[src/rtl/data_cache_ctrl.sv]
// rtl/data_cache_ctrl.sv - direct-mapped write-through, no-write-allocate data cache controller
// Optional load hit/miss statistics ports are enabled by defining DCACHE_STATS_EN.
module data_cache_ctrl #(
    parameter int LINES = 16,
    parameter int IDX_W = 4
) (
    input  logic        clk_i,
    input  logic        rst_i,
    input  logic        cpu_req_i,
    input  logic        cpu_we_i,
    input  logic [31:0] cpu_addr_i,
    input  logic [31:0] cpu_wdata_i,
    output logic [31:0] cpu_rdata_o,
    output logic        cpu_stall_o,
    output logic        mem_req_o,
    output logic        mem_we_o,
    output logic [31:0] mem_addr_o,
    output logic [31:0] mem_wdata_o,
    input  logic [31:0] mem_rdata_i,
    input  logic        mem_ack_i
`ifdef DCACHE_STATS_EN
    ,
    output logic [15:0] hit_cnt_o,
    output logic [15:0] miss_cnt_o
`endif
);

    localparam int TAG_W = 32 - IDX_W - 2;

    typedef enum logic [1:0] {
        ST_IDLE  = 2'd0,
        ST_FILL  = 2'd1,
        ST_WRITE = 2'd2,
        ST_DONE  = 2'd3
    } state_t;

    state_t state_q, state_d;

    logic [LINES-1:0] valid_q;
    logic [TAG_W-1:0] tag_q  [LINES];
    logic [31:0]      data_q [LINES];

    logic [31:2] mem_addr_q;
    logic        mem_we_q;
    logic [31:0] mem_wdata_q;
    logic [31:0] resp_q;

    logic [IDX_W-1:0] cpu_idx;
    logic [TAG_W-1:0] cpu_tag;
    logic             cpu_hit;
    logic [IDX_W-1:0] mem_idx;
    logic [TAG_W-1:0] mem_tag;
    logic             mem_line_hit;
    logic             start_mem;
    logic             fill_ack;
    logic             write_ack;
    logic             unused_addr_bits;

    assign unused_addr_bits = ^cpu_addr_i[1:0];

    assign cpu_idx = cpu_addr_i[IDX_W+1:2];
    assign cpu_tag = cpu_addr_i[31:IDX_W+2];
    assign cpu_hit = valid_q[cpu_idx] && (tag_q[cpu_idx] == cpu_tag);

    // Line updates use the captured request address, not the live CPU bus.
    assign mem_idx      = mem_addr_q[IDX_W+1:2];
    assign mem_tag      = mem_addr_q[31:IDX_W+2];
    assign mem_line_hit = valid_q[mem_idx] && (tag_q[mem_idx] == mem_tag);

    assign start_mem = (state_q == ST_IDLE) && cpu_req_i && (cpu_we_i || !cpu_hit);
    assign fill_ack  = (state_q == ST_FILL) && mem_ack_i;
    assign write_ack = (state_q == ST_WRITE) && mem_ack_i;

    always_ff @(posedge clk_i) begin
        if (rst_i) begin
            state_q <= ST_IDLE;
        end else begin
            state_q <= state_d;
        end
    end

    always_comb begin
        state_d = state_q;
        case (state_q)
            ST_IDLE: begin
                if (cpu_req_i) begin
                    if (cpu_we_i) begin
                        state_d = ST_WRITE;
                    end else if (!cpu_hit) begin
                        state_d = ST_FILL;
                    end
                end
            end
            ST_FILL, ST_WRITE: begin
                if (mem_ack_i) begin
                    state_d = ST_DONE;
                end
            end
            ST_DONE: state_d = ST_IDLE;
            default: state_d = ST_IDLE;
        endcase
    end

    always_comb begin
        cpu_stall_o = 1'b0;
        cpu_rdata_o = 32'd0;
        mem_req_o   = 1'b0;
        case (state_q)
            ST_IDLE: begin
                if (cpu_req_i) begin
                    if (!cpu_we_i && cpu_hit) begin
                        cpu_rdata_o = data_q[cpu_idx];
                    end else begin
                        cpu_stall_o = 1'b1;
                    end
                end
            end
            ST_FILL, ST_WRITE: begin
                cpu_stall_o = 1'b1;
                mem_req_o   = 1'b1;
            end
            ST_DONE: cpu_rdata_o = resp_q;
            default: ;
        endcase
    end

    assign mem_we_o    = mem_we_q;
    assign mem_addr_o  = {mem_addr_q, 2'b00};
    assign mem_wdata_o = mem_wdata_q;

    always_ff @(posedge clk_i) begin
        if (rst_i) begin
            valid_q     <= '0;
            resp_q      <= 32'd0;
            mem_addr_q  <= '0;
            mem_we_q    <= 1'b0;
            mem_wdata_q <= 32'd0;
        end else begin
            if (start_mem) begin
                mem_addr_q  <= cpu_addr_i[31:2];
                mem_we_q    <= cpu_we_i;
                mem_wdata_q <= cpu_we_i ? cpu_wdata_i : 32'd0;
            end else if (fill_ack || write_ack) begin
                mem_addr_q  <= '0;
                mem_we_q    <= 1'b0;
                mem_wdata_q <= 32'd0;
            end
            if (fill_ack) begin
                valid_q[mem_idx] <= 1'b1;
                resp_q           <= mem_rdata_i;
            end
        end
    end

    // Tag/data arrays carry no reset; an aborted access must not touch them.
    always_ff @(posedge clk_i) begin
        if (!rst_i) begin
            if (fill_ack) begin
                tag_q[mem_idx]  <= mem_tag;
                data_q[mem_idx] <= mem_rdata_i;
            end else if (write_ack && mem_line_hit) begin
                data_q[mem_idx] <= mem_wdata_q;
            end
        end
    end

`ifdef DCACHE_STATS_EN
    always_ff @(posedge clk_i) begin
        if (rst_i) begin
            hit_cnt_o  <= 16'd0;
            miss_cnt_o <= 16'd0;
        end else if ((state_q == ST_IDLE) && cpu_req_i && !cpu_we_i) begin
            if (cpu_hit) begin
                if (hit_cnt_o != 16'hFFFF) begin
                    hit_cnt_o <= hit_cnt_o + 16'd1;
                end
            end else if (miss_cnt_o != 16'hFFFF) begin
                miss_cnt_o <= miss_cnt_o + 16'd1;
            end
        end
    end
`endif

endmodule
[config.mk]
export PLATFORM = sky130hd
export DESIGN_NAME = data_cache_ctrl
export DESIGN_NICKNAME = d
export VERILOG_FILES = /design/src/rtl/data_cache_ctrl.sv
export SDC_FILE = /design/constraint.sdc
export NUM_CORES = 1
export LEC_CHECK = 0
export BUFFER_PORTS_ARGS = -buffer_cell sky130_fd_sc_hd__buf_2
export CORE_MARGIN = 2
export CORE_UTILIZATION = 25
export DETAILED_ROUTE_END_ITERATION = 7
export PLACE_DENSITY = 0.51
export SLEW_MARGIN = 30
export SYNTH_ARGS = -nofsm -noshare
export SYNTH_HDL_FRONTEND = slang
export SYNTH_SLANG_ARGS = --single-unit
[constraint.sdc]
create_clock -name clk_i -period 7.53 [get_ports clk_i]
set_clock_uncertainty 0.1 [all_clocks]
set_input_delay 0.3765 -clock clk_i [delete_from_list [all_inputs] [get_ports clk_i]]
set_output_delay 0.3765 -clock clk_i [all_outputs]
set_load 0.01 [all_outputs]
==> flow_summary.yaml, run 1 <==
route:
  viasPerCell: 4.74
  dr.pass1.iters: 5
  drc_errors: 0
  ant_nets: 0
  vias: 23700
  wl_per_cell_um: 25.9
  drt-total-wl_um: 130000
  drt_iter0_drc: 2108
flow_run:
  drv_cap: 0
critical_path:
  crit_arrival_ns: 5.85
  start_kind: "register"
  crit_slowest_cell: "dfxtp_4"
  reg2reg_depth: 10
  cp-end-kind: "register"
  crit_path_cell_trace: "buf_4 -> mux4_2 -> mux4_2 -> xnor2_1 -> nand4_1 -> nor4_2 -> nand3_4 -> o21a_2 -> nor3_4 -> buf_4"
  reg2reg_slack_ns: 1.96
  cp.required_ns: 7.81
  worst-path-max-fanout: 27
  worst-setup-path-type: "register to register"
  critPathBufInv: 2
  slowest_delay_ns: 0.80
  cp_top_family: "simple AND/OR/NAND/NOR gates"
  r2r_end: "data_q[6][18]$_DFFE_PP_"
power:
  combPwrFrac: 0.123
  p_int_uw: 10300
  leakage_uw: 0.0170
  pwr-share-clk: 0.385
  p_per_area_nw_per_um2: 262
  ir_worst_vdd_uv: 186
  swShare: 0.254
  power_switching_uw: 3520
  power.share.sequential: 0.491
logic_synthesis:
  netlist.area_leader.share: 0.628
  yosysMostFrequentCell: "edfxtp_1"
  synth.avg_cell_area_sq_um: 19.6
  ys_warn_count: 0
  syn-cell-area_sq_um: 44400
  synth-edff-count: 928
  async_flop_share: 0
  yosys.area.top_type: "edfxtp_1"
  netlist-cell-type-count: 59
  seq_area_frac_synth: 0.680
  ys_ff_latch: 1045
  synthFlopType: "edfxtp_1"
  ys_top_cells_by_count: "928 x edfxtp_1, 380 x mux4_2, 117 x dfxtp_1, 109 x nand2_1, 83 x clkbuf_1"
  syn_inst: 2261
  synth.area.top_cells: "edfxtp_1 63%, mux4_2 19%, dfxtp_1 5.3%"
floorplan:
  die_h_um: 425
  core_sq_um: 176000
  die_w_um: 425
  dieArea_sq_um: 181000
  start_util: 0.252
  rows: 154
  io_pins: 200
min_path:
  worstHoldPathCells: 2
  hold_path_end: "resp_q[5]$_SDFFE_PP0P_"
  hp-class: "primary input to register"
  min_from: "rst_i"
sta:
  fin_hold_ws_ns: 0.0865
  slew_headroom: 0.213
  rsz0062_at_grt: "no"
  maxSlewViolCount: 0
  setup_viol: 0
  tns_ns: 0
  finalCritPeriodShare: 0.739
  worst_pin_slew_ns: 1.16
  fin_crit_ns: 5.57
  max_freq_mhz: 180
  hold_viol: 0
clock_network:
  clk_latency_ns: 0.73
  root_buffer: "clkbuf_16"
  cts.sinks: 1045
  cts_setup_buffers: 0
  numCtsBuffers: 108
  htree_levels: 3
  path_clk_slew_ns: 0.06
  cts_tree: "done"
  clk_path_buf_depth: 3
global_routing:
  grt_pass1_vias: 24700
  grtUsageTotal: 0.142
  globalRoute.totalOverflow: 0
  grt_max_degree: 90
  grt_pass1_wl_um: 184000
  antenna_found_initial: 5
final_layout:
  filler_cell_count: 17200
  multi_input_area_sq_um: 13500
  fin_nets: 2680
  drive_gt1_frac: 0.341
  seqCellArea_sq_um: 30200
  area_growth_pct: 19.2
place:
  portBuffers: 195
  gp_congestion: 0.745
  dp_hpwl_um: 74900
status:
  status: "finished, final reports clean"
[flip-flops by register name (all words and copies together), names as in the netlist, named ones only]
| name | count |
|---|---|
| data_q | 512 |
| mem_addr_q | 30 |
| mem_wdata_o | 32 |
| mem_we_o | 1 |
| resp_q | 32 |
| state_q | 2 |
| tag_q | 416 |
| valid_q | 16 |
[worst max path at each step]
stage                        startpoint                       to  depth (start not counted)
after floorplan                register   data_q[0][0]$_DFFE_PP_                         11
after global placement    cpu_addr_i[3]           cpu_rdata_o[7]                         14
after detailed placement  cpu_addr_i[3]           cpu_rdata_o[7]                         14
after CTS                 cpu_addr_i[3]           cpu_rdata_o[7]                         14
after global routing           register   data_q[6][4]$_DFFE_PP_                         10
final                          register  data_q[6][18]$_DFFE_PP_                         10
[power groups by stage]
stage | logic (uW) | registers (uW) | clock network [uW]
global route | 1830 | 6840 | 5690
finish | 1700 | 6800 | 5340
detailed placement | 1700 | 6930 | 0
CTS | 1750 | 6810 | 5460
floorplan | 1090 | 6820 | 0
global placement | 1690 | 6930 | 0
[final cells by class]
cell class | count | area share
flip-flops and latches | 1045 | 0.571
multi-input cells | 1000 | 0.255
clock buffers | 150 | 0.0560
well taps | 2340 | 0.0553
repair buffers | 362 | 0.0487
clock inverters | 52 | 0.00986
inverters | 57 | 0.00404
diodes | 1 | 0.0000473
[what timing repair did]
action                                 CTS  global route
endpoints found under the hold margin  332             0
hold buffers                            92             0
gates resized for setup                  0             0
[metal layers]
metal,vias to the layer above,wire length [um],track usage
li1,10000,-,-
met1,12800,54600,0.187
met2,730,64600,0.241
met3,160,7230,0.0254
met4,4,3090,0.0371
met5,-,105,0.00370
[logic make-up (layout without fill, tap and decap cells)]
| family | after synthesis | after routing | share of synthesized area |
|---|---|---|---|
| other | 1 | 3 | 0.0000845 |
| muxes | 511 | 511 | 0.226 |
| adders and majority gates | 5 | 5 | 0.00141 |
| buffers and inverters | 217 | 621 | 0.0222 |
| xor gates and xnor gates | 69 | 69 | 0.0136 |
| AOI/OAI and AO/OA | 199 | 199 | 0.0323 |
| DFF | 1045 | 1045 | 0.680 |
| and+or+nand+nor | 214 | 214 | 0.0235 |
[cell usage in the layout (no fill, tap or decap), drive strengths merged, types with 6 or more instances in the layout]
cell	count
a21oi	37
mux4	380
xor2	26
nor4	13
buf	270
clkbuf	150
nand2b	7
or3	6
mux2i	78
xnor2	43
edfxtp	928
nand2	109
mux2	53
nor3	20
nor2	25
dlygate4sd3	92
nand3	9
a32o	62
o22ai	28
inv	62
dfxtp	117
o21ai	42
clkinv	38
bufinv	8
[stage by stage]
step / instance area [sq um] / total power [uW] / util / cells / setup WS [ns]
6_report: 52900 / 13800 / 0.300 / 5007 / 1.96
2_1_floorplan: 44400 / 7910 / - / 2262 / 1.12
5_1_grt: 52900 / 14400 / 0.300 / 5006 / 1.60
3_5_place_dp: 48500 / 8630 / 0.275 / 4712 / 1.84
3_3_place_gp: 48500 / 8620 / 0.275 / 4711 / 1.83
4_1_cts: 52900 / 14000 / 0.300 / 5006 / 1.81
(Power assumes the default switching activity.)
==> run 2: changes to the inputs <==
==> constraint.sdc (replaced) <==
create_clock -name clk_i -period 5.4 [get_ports clk_i]
set_clock_uncertainty 0.1 [all_clocks]
set_input_delay 0.27 -clock clk_i [delete_from_list [all_inputs] [get_ports clk_i]]
set_output_delay 0.27 -clock clk_i [all_outputs]
set_load 0.01 [all_outputs]
==> run 2 against run 1 <==
Against the previous run: final area grew 1.6%; combinational power grew 48%; critical path type is now register to primary output; final cell count grew 0.94%; non-clock buffer count grew 43; wire length grew 1.1%.
==> flow_summary.yaml, run 2 (same netlist as run 1, synthesis figures left out) <==
floorplan:
  die_w_um: 425
  core_sq_um: 176000
  die_h_um: 425
  dieArea_sq_um: 181000
  start_util: 0.252
  io_pins: 200
  rows: 154
critical_path:
  startpoint: "tag_q[9][4]$_DFFE_PP_"
  crit_arrival_ns: 4.54
  slowest_delay_ns: 0.77
  r2r_end: "data_q[0][16]$_DFFE_PP_"
  cp.required_ns: 5.03
  worst-setup-path-type: "register to primary output"
  worst-path-max-fanout: 32
  crit_slowest_cell: "nor4_2"
  reg2reg_slack_ns: 0.78
  start_kind: "register"
  crit_path_end: "cpu_rdata_o[2]"
  reg2reg_depth: 11
  crit_path_cell_trace: "mux4_2 -> mux2i_1 -> o21ai_0 -> a211oi_1 -> a31oi_1 -> nor4_2 -> nand3_2 -> buf_4 -> o21ai_0 -> buf_4 -> buf_2"
  cp-end-kind: "primary output"
global_routing:
  grtUsageTotal: 0.143
  grt_max_degree: 68
  grt_pass1_vias: 25000
  antenna_found_initial: 8
  globalRoute.totalOverflow: 0
  grt_pass1_wl_um: 186000
final_layout:
  filler_cell_count: 17100
  area_growth_pct: 21.1
  top_regs: "data_q (512), tag_q (416)"
  fin_util: 0.305
  largest_reg_flops: 512
  final_common_cell: "edfxtp_1"
  top_register: "data_q"
  drive_gt1_frac: 0.353
  seqCellArea_sq_um: 30200
  fin_nets: 2722
  layout_common_cells: "928 x edfxtp_1, 380 x mux4_2, 191 x buf_2"
  multi_input_area_sq_um: 13500
  final_cells: 5054
place:
  portBuffers: 195
  dp_hpwl_um: 76400
  dp_cells: 4748
  gp_congestion: 0.768
status:
  status: "finished, final reports clean"
clock_network:
  path_clk_slew_ns: 0.06
  clk_path_buf_depth: 3
  numCtsBuffers: 107
  htree_levels: 3
  cts.sinks: 1045
  cts_setup_buffers: 0
  cts_resized: 0
  clk_latency_ns: 0.74
  root_buffer: "clkbuf_16"
  holdBufCountCts: 99
  cts_tree: "done"
route:
  viasPerCell: 4.75
  ant_nets: 0
  drt-total-wl_um: 131000
  vias: 24000
  dr.pass1.iters: 5
  drt_iter0_drc: 2189
  drc_errors: 0
  wl_per_cell_um: 25.9
sta:
  rsz0062_at_grt: "no"
  maxSlewViolCount: 0
  fin_crit_ns: 4.91
  slew_headroom: 0.319
  worst_pin_slew_ns: 1.02
  finalCritPeriodShare: 0.909
  max_freq_mhz: 204
  hold_viol: 0
  setup_viol: 0
power:
  ir_worst_vdd_uv: 235
  p_total_uw: 19800
  leakage_uw: 0.0174
  p_per_area_nw_per_um2: 368
min_path:
  hp-class: "primary input to register"
flow_run:
  drv_cap: 0
[run 2: through the flow]
step | hold WS (ns) | instance area [sq um] | setup slack, ns | TNS [ns]
6_report | 0.0741 | 53800 | 0.494 | 0
5_1_grt | 0.0783 | 53700 | 0.194 | 0
4_1_cts | 0.0309 | 53700 | 0.326 | 0
3_5_place_dp | 0.347 | 49000 | 0.600 | 0
3_3_place_gp | 0.344 | 48900 | 0.661 | 0
2_1_floorplan | 0.296 | 44400 | -1.01 | -79.85
[run 2: how the worst min path moves through the flow]
stage / from / to / slack (ns) / cells past startpoint
floorplan: cpu_addr_i[10] / mem_addr_q[10]$_SDFFE_PP0N_ / 0.30 / 1
global placement: resp_q[17]$_SDFFE_PP0P_ / resp_q[17]$_SDFFE_PP0P_ / 0.34 / 2
detailed placement: resp_q[2]$_SDFFE_PP0P_ / resp_q[2]$_SDFFE_PP0P_ / 0.35 / 2
CTS: cpu_addr_i[3] / register / 0.03 / 2
global route: cpu_addr_i[3] / register / 0.08 / 2
finish: cpu_we_i / state_q[0]$_SDFFE_PP0P_ / 0.07 / 5
[run 2: power breakdown]
part | internal (uW) | switching [uW] | total, uW
combinational | 1100 | 1420 | 2510
sequential | 9120 | 273 | 9390
clock | 4590 | 3270 | 7860
total | 14800 | 4960 | 19800
[run 2: final cells by class]
class	count	area share
tap	2340	0.0545
antenna	3	0.000140
multi-input combinational	1000	0.251
inverter	57	0.00398
timing repair buffer	405	0.0584
clock inverter	48	0.0129
clock buffer	156	0.0570
sequential	1045	0.562
[run 2: per-layer routing]
metal | share of wire | GRT usage | vias to the layer above | routed length, um
met5 | 0.000099 | 0 | - | 13
met2 | 0.50 | 0.246 | 774 | 66100
met4 | 0.020 | 0.0334 | 2 | 2630
met1 | 0.42 | 0.188 | 12900 | 55200
met3 | 0.054 | 0.0250 | 154 | 7080
li1 | - | - | 10100 | -
[run 2: worst max-delay path: cells and delay by family, from the launching register on]
family | cells | cell delay [ns]
AOI/OAI and AO/OA | 4 | 1.16
DFF | 1 | 0.39
and+or+nand+nor | 2 | 0.90
muxes | 2 | 0.69
buffers and inverters | 3 | 0.63
